### src/rtl/reg_cmd_pkg.sv
// Shared types and constants for the register command controller.
// No logic, so no latency.
// No handshake, so no backpressure.
package reg_cmd_pkg;

    localparam int DATA_W = 8;
    localparam int DEPTH  = 8;
    localparam int ADDR_W = 3;

    localparam logic [7:0] WR_CMD = 8'hAA;
    localparam logic [7:0] RD_CMD = 8'hBB;

    localparam logic [1:0] ERR_TIMEOUT = 2'b00;
    localparam logic [1:0] ERR_CMD     = 2'b01;
    localparam logic [1:0] ERR_ADDR    = 2'b10;
    localparam logic [1:0] ERR_DROP    = 2'b11;

    typedef enum logic [2:0] {
        IDLE    = 3'd0,
        WR_ADDR = 3'd1,
        WR_DATA = 3'd2,
        WR_EXEC = 3'd3,
        RD_ADDR = 3'd4,
        RD_EXEC = 3'd5,
        RD_WAIT = 3'd6,
        TX_SEND = 3'd7
    } state_t;

    // The controller reports busy whenever it cannot accept a frame byte.
    function automatic logic is_busy(input state_t s);
        return !(s inside {IDLE, WR_ADDR, WR_DATA, RD_ADDR});
    endfunction

    // An address byte is legal only if it names an existing register.
    function automatic logic addr_ok(input logic [7:0] b);
        return b < 8'(DEPTH);
    endfunction

endpackage

### src/rtl/reg_cmd_ctrl_if.sv
// Bundle of the UART RX, register file and TX FIFO signals seen by the controller.
// Wires only, so no latency.
// FIFO_Full is the only backpressure input; RX bytes cannot be stalled.
interface reg_cmd_ctrl_if;
    import reg_cmd_pkg::*;

    logic [7:0]        RX_Data;
    logic              RX_Valid;
    logic              WrEn;
    logic              RdEn;
    logic [ADDR_W-1:0] Address;
    logic [DATA_W-1:0] WrData;
    logic [DATA_W-1:0] RdData;
    logic              RdData_Valid;
    logic              FIFO_Full;
    logic              TX_WrEn;
    logic [7:0]        TX_Data;
    logic              Busy;
    logic              Err_Pulse;
    logic [1:0]        Err_Code;

    // Controller side: it initiates register accesses and TX pushes.
    modport master (
        input  RX_Data, RX_Valid, RdData, RdData_Valid, FIFO_Full,
        output WrEn, RdEn, Address, WrData, TX_WrEn, TX_Data,
               Busy, Err_Pulse, Err_Code
    );

    // Environment side: UART RX, register file and TX FIFO.
    modport slave (
        output RX_Data, RX_Valid, RdData, RdData_Valid, FIFO_Full,
        input  WrEn, RdEn, Address, WrData, TX_WrEn, TX_Data,
               Busy, Err_Pulse, Err_Code
    );

endinterface

### src/rtl/reg_cmd_timeout.sv
// Inter-byte timer: counts cycles while a frame is half received, cleared by every byte.
// expired is combinational from the count, asserting when count reaches TIMEOUT-1.
// No backpressure; run/clr are sampled every cycle.
module reg_cmd_timeout #(
    parameter int TIMEOUT = 1024
) (
    input  logic CLK,
    input  logic RST,
    input  logic run,
    input  logic clr,
    output logic expired
);

    localparam int CW = $clog2(TIMEOUT + 1);

    logic [CW-1:0] cnt_q;
    logic [CW-1:0] cnt_d;

    assign expired = run && !clr && (cnt_q == CW'(TIMEOUT - 1));

    // Next count: restart on any byte, outside counting states, or on expiry.
    always_comb begin
        cnt_d = cnt_q + 1'b1;
        if (!run || clr || expired) begin
            cnt_d = '0;
        end
    end

    // Count register.
    always_ff @(posedge CLK or negedge RST) begin
        if (!RST) begin
            cnt_q <= '0;
        end else begin
            cnt_q <= cnt_d;
        end
    end

endmodule

### src/rtl/reg_cmd_ctrl.sv
// Decodes AA/BB frames from UART RX into register writes/reads; read bytes go to the TX FIFO.
// Latency: WrEn/RdEn one cycle after the last frame byte; TX_WrEn one cycle after RdData_Valid.
// Backpressure: FIFO_Full holds the TX push; bytes arriving while busy are dropped with an error.
// Optional REG_CMD_TIMEOUT_EN abandons a half-received frame after TIMEOUT idle cycles.
module reg_cmd_ctrl
    import reg_cmd_pkg::*;
#(
    parameter int TIMEOUT = 1024
) (
    input  logic          CLK,
    input  logic          RST,
    reg_cmd_ctrl_if.master bus
);

    state_t            state_q,     state_d;
    logic              wr_en_q,     wr_en_d;
    logic              rd_en_q,     rd_en_d;
    logic              tx_wr_en_q,  tx_wr_en_d;
    logic              busy_q,      busy_d;
    logic              err_pulse_q, err_pulse_d;
    logic [1:0]        err_code_q,  err_code_d;
    logic [ADDR_W-1:0] addr_q,      addr_d;
    logic [DATA_W-1:0] wr_data_q,   wr_data_d;
    logic [7:0]        tx_data_q,   tx_data_d;
    logic              tmo_expired;

`ifdef REG_CMD_TIMEOUT_EN
    logic tmo_run;
    assign tmo_run = state_q inside {WR_ADDR, WR_DATA, RD_ADDR};

    reg_cmd_timeout #(
        .TIMEOUT (TIMEOUT)
    ) u_timeout (
        .CLK     (CLK),
        .RST     (RST),
        .run     (tmo_run),
        .clr     (bus.RX_Valid),
        .expired (tmo_expired)
    );
`else
    logic unused_timeout;
    assign unused_timeout = (TIMEOUT == 0);
    assign tmo_expired    = 1'b0;
`endif

    // Next-state and next-output computation for the frame FSM.
    always_comb begin
        state_d     = state_q;
        wr_en_d     = 1'b0;
        rd_en_d     = 1'b0;
        tx_wr_en_d  = 1'b0;
        err_pulse_d = 1'b0;
        err_code_d  = err_code_q;
        addr_d      = addr_q;
        wr_data_d   = wr_data_q;
        tx_data_d   = tx_data_q;

        case (state_q)
            IDLE: begin
                if (bus.RX_Valid) begin
                    if (bus.RX_Data == WR_CMD) begin
                        state_d = WR_ADDR;
                    end else if (bus.RX_Data == RD_CMD) begin
                        state_d = RD_ADDR;
                    end else begin
                        err_pulse_d = 1'b1;
                        err_code_d  = ERR_CMD;
                    end
                end
            end

            WR_ADDR, RD_ADDR: begin
                if (bus.RX_Valid) begin
                    if (!addr_ok(bus.RX_Data)) begin
                        err_pulse_d = 1'b1;
                        err_code_d  = ERR_ADDR;
                        state_d     = IDLE;
                    end else begin
                        addr_d = bus.RX_Data[ADDR_W-1:0];
                        if (state_q == WR_ADDR) begin
                            state_d = WR_DATA;
                        end else begin
                            state_d = RD_EXEC;
                            rd_en_d = 1'b1;
                        end
                    end
                end else if (tmo_expired) begin
                    err_pulse_d = 1'b1;
                    err_code_d  = ERR_TIMEOUT;
                    state_d     = IDLE;
                end
            end

            WR_DATA: begin
                if (bus.RX_Valid) begin
                    wr_data_d = bus.RX_Data[DATA_W-1:0];
                    wr_en_d   = 1'b1;
                    state_d   = WR_EXEC;
                end else if (tmo_expired) begin
                    err_pulse_d = 1'b1;
                    err_code_d  = ERR_TIMEOUT;
                    state_d     = IDLE;
                end
            end

            WR_EXEC: begin
                state_d = IDLE;
            end

            RD_EXEC: begin
                state_d = RD_WAIT;
            end

            RD_WAIT: begin
                if (bus.RdData_Valid) begin
                    tx_data_d  = 8'(bus.RdData);
                    tx_wr_en_d = !bus.FIFO_Full;
                    state_d    = TX_SEND;
                end
            end

            TX_SEND: begin
                // The push cycle is the one where tx_wr_en_q is already high.
                if (tx_wr_en_q) begin
                    state_d = IDLE;
                end else begin
                    tx_wr_en_d = !bus.FIFO_Full;
                end
            end

            default: begin
                state_d = IDLE;
            end
        endcase

        // Any byte landing while a bus access is in flight is lost.
        if (bus.RX_Valid && is_busy(state_q)) begin
            err_pulse_d = 1'b1;
            err_code_d  = ERR_DROP;
        end

        busy_d = is_busy(state_d);
    end

    // State and registered outputs.
    always_ff @(posedge CLK or negedge RST) begin
        if (!RST) begin
            state_q     <= IDLE;
            wr_en_q     <= 1'b0;
            rd_en_q     <= 1'b0;
            tx_wr_en_q  <= 1'b0;
            busy_q      <= 1'b0;
            err_pulse_q <= 1'b0;
            err_code_q  <= 2'b00;
            addr_q      <= '0;
            wr_data_q   <= '0;
            tx_data_q   <= '0;
        end else begin
            state_q     <= state_d;
            wr_en_q     <= wr_en_d;
            rd_en_q     <= rd_en_d;
            tx_wr_en_q  <= tx_wr_en_d;
            busy_q      <= busy_d;
            err_pulse_q <= err_pulse_d;
            err_code_q  <= err_code_d;
            addr_q      <= addr_d;
            wr_data_q   <= wr_data_d;
            tx_data_q   <= tx_data_d;
        end
    end

    assign bus.WrEn      = wr_en_q;
    assign bus.RdEn      = rd_en_q;
    assign bus.TX_WrEn   = tx_wr_en_q;
    assign bus.Busy      = busy_q;
    assign bus.Err_Pulse = err_pulse_q;
    assign bus.Err_Code  = err_code_q;
    assign bus.Address   = addr_q;
    assign bus.WrData    = wr_data_q;
    assign bus.TX_Data   = tx_data_q;

endmodule

### src/flat_wrapper.sv
// flat-port wrapper written by rule: the top's interface ports become plain ports
module reg_cmd_ctrl_flat import reg_cmd_pkg::*;
#(
    parameter int TIMEOUT = 1024
)
  (CLK, RST, bus_RX_Data, bus_RX_Valid, bus_RdData, bus_RdData_Valid, bus_FIFO_Full, bus_WrEn, bus_RdEn, bus_Address, bus_WrData, bus_TX_WrEn, bus_TX_Data, bus_Busy, bus_Err_Pulse, bus_Err_Code);
  reg_cmd_ctrl_if bus_i ();
  input  logic CLK;
  input  logic RST;
  input wire logic [$bits(bus_i.RX_Data)-1:0] bus_RX_Data;
  input wire logic [$bits(bus_i.RX_Valid)-1:0] bus_RX_Valid;
  input wire logic [$bits(bus_i.RdData)-1:0] bus_RdData;
  input wire logic [$bits(bus_i.RdData_Valid)-1:0] bus_RdData_Valid;
  input wire logic [$bits(bus_i.FIFO_Full)-1:0] bus_FIFO_Full;
  output wire logic [$bits(bus_i.WrEn)-1:0] bus_WrEn;
  output wire logic [$bits(bus_i.RdEn)-1:0] bus_RdEn;
  output wire logic [$bits(bus_i.Address)-1:0] bus_Address;
  output wire logic [$bits(bus_i.WrData)-1:0] bus_WrData;
  output wire logic [$bits(bus_i.TX_WrEn)-1:0] bus_TX_WrEn;
  output wire logic [$bits(bus_i.TX_Data)-1:0] bus_TX_Data;
  output wire logic [$bits(bus_i.Busy)-1:0] bus_Busy;
  output wire logic [$bits(bus_i.Err_Pulse)-1:0] bus_Err_Pulse;
  output wire logic [$bits(bus_i.Err_Code)-1:0] bus_Err_Code;
  assign bus_i.RX_Data = bus_RX_Data;
  assign bus_i.RX_Valid = bus_RX_Valid;
  assign bus_i.RdData = bus_RdData;
  assign bus_i.RdData_Valid = bus_RdData_Valid;
  assign bus_i.FIFO_Full = bus_FIFO_Full;
  assign bus_WrEn = bus_i.WrEn;
  assign bus_RdEn = bus_i.RdEn;
  assign bus_Address = bus_i.Address;
  assign bus_WrData = bus_i.WrData;
  assign bus_TX_WrEn = bus_i.TX_WrEn;
  assign bus_TX_Data = bus_i.TX_Data;
  assign bus_Busy = bus_i.Busy;
  assign bus_Err_Pulse = bus_i.Err_Pulse;
  assign bus_Err_Code = bus_i.Err_Code;
  reg_cmd_ctrl #(.TIMEOUT(TIMEOUT)) u_core (.CLK(CLK), .RST(RST), .bus(bus_i));
endmodule
### config.mk
export PLATFORM = sky130hd
export DESIGN_NAME = reg_cmd_ctrl_flat
export DESIGN_NICKNAME = d
export VERILOG_FILES = /design/src/rtl/reg_cmd_pkg.sv /design/src/rtl/reg_cmd_ctrl_if.sv /design/src/rtl/reg_cmd_timeout.sv /design/src/rtl/reg_cmd_ctrl.sv /design/src/flat_wrapper.sv
export SDC_FILE = /design/constraint.sdc
export NUM_CORES = 1
export LEC_CHECK = 0
export CORE_MARGIN = 3
export CORE_UTILIZATION = 35
export CTS_BUF_LIST = sky130_fd_sc_hd__clkbuf_16
export DETAILED_ROUTE_END_ITERATION = 10
export MAX_ROUTING_LAYER = met4
export PLACE_DENSITY = 0.6
export SYNTH_ARGS = -nofsm -noshare
export SYNTH_HDL_FRONTEND = slang
export SYNTH_HIERARCHICAL = 1
export SYNTH_SLANG_ARGS = --single-unit
### constraint.sdc
create_clock -name CLK -period 1.8 [get_ports CLK]
set_input_delay 0.36 -clock CLK [delete_from_list [all_inputs] [get_ports CLK]]
set_output_delay 0.36 -clock CLK [all_outputs]
set_load 0.005 [all_outputs]
# After elaboration in Yosys (flattened, before gate mapping)
# Cells that the tools add are included.
# Widths: inputs -> output; s select.
dict set report totals {
  ff_bits 29
  in_bits 21
  word_cells 75
}
dict set report classes {
  n_lt_le_gt_ge 1
  eq_ne 17
  n_mux 33
  n_reduce_logical 14
}
# op n
set op_table {}
lappend op_table {{$mux 3} 9}
lappend op_table {{$pmux 3 s7} 1}
lappend op_table {{$eq 8x8->1 const B} 2}
lappend op_table {{$eq 3x3->1 const B} 5}
lappend op_table {{$mux 1} 14}
lappend op_table {{$mux 2} 6}
lappend op_table {{$ne 3x3->1 const B} 4}
lappend op_table {{$eq 3x2->1 const B} 3}
lappend op_table {{$lt 8x4->1 const B} 1}
lappend op_table {{$reduce_bool 4->1} 2}
lappend op_table {{$eq 3x1->1 const B} 2}
lappend op_table {{$logic_not 3->1} 2}
lappend op_table {{$reduce_and 6->1} 1}
lappend op_table {{$pmux 1 s2} 2}
lappend op_table {{$pmux 2 s2} 1}
lappend op_table {{$reduce_and 2->1} 2}
lappend op_table {{$logic_not 1->1} 3}
lappend op_table {{$ne 3x2->1 const B} 1}
lappend op_table {{$reduce_and 3->1} 1}
lappend op_table {{$reduce_bool 3->1} 1}
lappend op_table {{$reduce_or 2->1} 1}
lappend op_table {{$logic_and 1x1->1} 1}

# Logic depth before layout (Yosys ltp)
dict set report logic_depth {
  depth_word 8
  mapped_depth 6
  ltp_nobuf 4
}

# Least setup slack after synthesis
# No wires, ideal clock.
dict set report synth_timing {
  path_kind {input port to flip-flop}
  startpoint {in bus_RX_Data[3]}
  endpoint {reg u_core.err_code_q[1], in the netlist u_core/bus.Err_Code[1]}
  arrival_ns 1.590
  t_required_ns 1.736
  path_slack_ns 0.147
  cell_stages 4
  n_path_buf 0
  path_cell_list {or4_4 > or4b_4 > o211ai_2 > a21o_1}
}
dict set report synth_via {
  elab_chain_cells 3
  elab_cells_between_ends 7
  classes_between {1 x order compare; 5 x eq/ne; 1 x reduce/logical}
}
# element line
set synth_rtl {}
lappend synth_rtl {{start: declaration} flat_wrapper.sv:10} ;# input wire logic [$bits(bus_i.RX_Data)-1:0] bus_RX_Data;
lappend synth_rtl {{$lt 8x4->1 (tied with other cells)} reg_cmd_pkg.sv:36} ;# return b < 8'(DEPTH);
lappend synth_rtl {{$ne 3x3->1 (no line)} --}
lappend synth_rtl {{$reduce_and 6->1 (no line) (*)} --}
lappend synth_rtl {{end signal: assignment} reg_cmd_ctrl.sv:165} ;# err_code_q <= err_code_d;
lappend synth_rtl {{end: declaration} reg_cmd_ctrl.sv:21} ;# logic [1:0] err_code_q, err_code_d;
# Mark *: on every way between the ends. The rest lies on a longest branch, timed or not.
# A chain may end at the register's enable or synchronous reset.

# Worst setup path after layout
dict set report layout_timing {
  startpoint {in bus_RX_Data[1]}
  endpoint {reg u_core.err_pulse_q, in the netlist u_core/bus.Err_Pulse}
}
dict set report layout_via {
  elab_chain_cells 6
  elab_cells_between_ends 10
  classes_between {1 x order compare; 2 x eq/ne; 7 x mux}
}
# element line
set layout_rtl {}
lappend layout_rtl {{branches (longest 4 deep; another with $lt 8x4->1)} --}
lappend layout_rtl {{$pmux 1 s2 (*)} reg_cmd_ctrl.sv:58} ;# case (state_q)
lappend layout_rtl {{$mux 1 (*)} reg_cmd_ctrl.sv:137} ;# if (bus.RX_Valid && is_busy(state_q)) begin
lappend layout_rtl {{via u_core.err_pulse_d} reg_cmd_ctrl.sv:20} ;# logic err_pulse_q, err_pulse_d;
lappend layout_rtl {{end signal: assignment} reg_cmd_ctrl.sv:164} ;# err_pulse_q <= err_pulse_d;
lappend layout_rtl {{end: declaration} reg_cmd_ctrl.sv:20}
# Mark *: on every way through the listed nets, which the timed path passes.

==> impl_metrics.ini <==
[run_status]
outcome = complete, no violations

[critical_path]
worst-path-max-fanout = 3
required_ns = 1.95
crit-reg2reg-launch = u_core/state_q[1]
crit_type = primary input to flip-flop
startpoint_type = primary input
cp.arrival_ns = 1.87
crit_start = bus_RX_Data[1]
critPathCaptureType = flip-flop

[clock_tree]
cts_root_buffer = clkbuf_16
htreeDepth = 2
clkSinkCount = 29
cts_buffers = 5
cts_tree = yes
insertion_delay_ns = 0.27
clockBufferDepth = 2
clk_pin_slew_ns = 0.05

[final_layout]
antenna_cells = 0
fin_cells = 238
fin_nets = 210
syn2layout_area_growth_pct = 63.69
drive_above_1_share_pct = 31.05

[timing]
relSlewSlack_pct = 72.77
finalClockSkew_ns = 0.003857
tightest_slew_ns = 0.4085
fmax_mhz = 580.4
fin_setup_tns_ns = 0
finalCritPeriodShare_pct = 95.72
min_period_ns = 1.723
setup_viol_count_final = 0
finalHoldViolCount = 0
rsz0062_at_grt = false
maxSlewViolCount = 0
holdWs_ns = 0.4747

[floorplanning]
initial_utilization_pct = 37.00
rows = 22
die_w_um = 68.68
dieHeight_um = 68.68
core-area_sq_um = 3716
pin_count = 47
die-area_sq_um = 4717

[placed_design]
dpl.hpwl_um = 2558
gp_congestion = 0.8398
portBuffers = 46
dp_cells = 229

[logic_synthesis]
async_flop_share_pct = 100.0
synth_cells = 117
synthesis.nets = 138
muxShareOfSynthArea_pct = 16.29
synth-xor-area-share_pct = 1.274
synth_seq_area_share_pct = 52.78
yosysTopAreaCell = dfrtp_1
synth_seq_cells = 29
syn_area_sq_um = 1375
yosys.area_share.simple_pct = 15.01
synth_adder_area_share_pct = 0
netlist_top_cells_area = dfrtp_1, mux2_2, nor2b_1, nand4b_1, a21oi_1
synth_compound_area_share_pct = 11.01
synth-main-ff-cell = dfrtp_1
yosys_warnings = 6
synth_cell_types = 36
synth_edf_count = 0
synth_top_area_share_pct = 52.78
avgSynthCellArea_sq_um = 11.75
synth_top_family_by_area = multiplexers

[grt]
overflow = 0
grt_max_degree = 30
antenna_found_initial = 0
first_global_vias = 1238
grt_pass1_wl_um = 5747
grt_use_total_pct = 17.36

[route]
dr.pass1.iters = 4
vias = 1225
routed_wl_um = 3551
ant_nets = 0
drt_iter0_markers = 75
viasPerCell = 5.147
post-route-drc-count = 0
wire_per_inst_um = 14.92

[pwr]
total_power_mw = 2.886
ir_drop_uv = 595.6
leakage_nw = 1.017
p_per_area_nw_per_um2 = 1282

[min_path]
hold_class = primary input to asynchronous set/reset pin

[run]
drv_cap = 0
## state kept, by name, indices dropped and copies added (netlist names)
register              cells
u_core/bus.Address        3
u_core/bus.Err_Code       2
u_core/bus.Busy           1
u_core/bus.WrEn           1
u_core/bus.TX_WrEn        1
u_core/state_q            3
u_core/bus.WrData         8
u_core/bus.TX_Data        8
u_core/bus.RdEn           1
u_core/bus.Err_Pulse      1
## critical path, stage by stage
cell,delay (ns)
clkdlybuf4s50_1,0.50
nor4bb_2,0.33
and3_1,0.29
a21oi_1,0.10
o311a_1,0.31
## cell type report
cell class              instances  area [sq um]
fillers                       319          1465
flip-flops and latches         29         725.7
repair buffers                 73         661.9
multi-input cells              76         625.6
clock buffers                   5         125.1
well taps                      48         60.06
clock inverters                 3         37.54
inverters                       4         15.01
## cells in the mapped netlist (all sizes together) (2+ instances only)
cell and count:
dfrtp 29, mux2 19, nand2 6, a21oi 5, nor2b 5, o21ai 5, buf 4, clkbuf 4
inv 4, nand4b 3, nor2 3, nor3 3, and2 2, nor3b 2, nor4 2
## worst paths after layout
kind	slack [ns]	cells after the start	endpoint
max	0.08	5	u_core/bus.Err_Pulse
min	0.47	2	u_core/bus.RdEn
max reg2reg	0.15	5	u_core/state_q[0]
min reg2reg	0.48	1	u_core/bus.Err_Code[1]
max in group asynchronous	1.05	2	u_core/bus.TX_Data[7]
min in group CLK	0.48	1	u_core/bus.Err_Code[1]
## what timing repair did
action / in CTS / in global routing
gates resized for setup: 7 / 2
setup buffers: 1 / 0
endpoints found under the setup margin: 3 / 4
endpoints found under the hold margin: 0 / 0
hold buffers: 0 / 0
pin swaps: 3 / 0
## cells in the final DEF (no fill, tap or decap), drive strengths merged, types with 5 or more instances in the layout
master and n:
clkdlybuf4s50 42, inv 5, nand2 6, mux2 19
nor2b 5, a21oi 5, buf 27, dfrtp 29
o21ai 5, clkbuf 5
## report_power, final
group | internal, mW | switching [mW] | leakage (nW)
clock | 0.641 | 0.273 | 0.0826
combinational | 0.642 | 0.376 | 0.558
sequential | 0.834 | 0.121 | 0.376
total | 2.12 | 0.770 | 1.02
## kinds of logic (layout without fill, tap and decap cells)
kind of cell	after synthesis	in the layout
XOR/XNOR	2	2
buffers and inverters	12	85
flip-flops	29	29
AO/OA/AOI/OAI	21	21
AND/OR/NAND/NOR	33	33
multiplexers	20	20
## per-layer routing
metal | vias up | part of all wire [%] | GRT usage, %
met2 | 51 | 51 | 28.01
met3 | 2 | 7.5 | 6.321
li1 | 574 | - | -
met1 | 598 | 41 | 19.88
met4 | 0 | 0.68 | 5.955
met5 | - | 0 | -
## stage by stage
| step | setup slack [ns] | cell area, sq um | util (%) |
|---|---|---|---|
| after global routing | 0.03220 | 2251 | 60.57 |
| after CTS | 0.02755 | 2242 | 60.34 |
| after detailed placement | -0.3774 | 2056 | 55.32 |
| after floorplan | 0.1467 | 1375 | - |
| after global placement | -0.3457 | 2056 | 55.32 |
| final | 0.07700 | 2251 | 60.57 |
(Power assumes the default switching activity.)
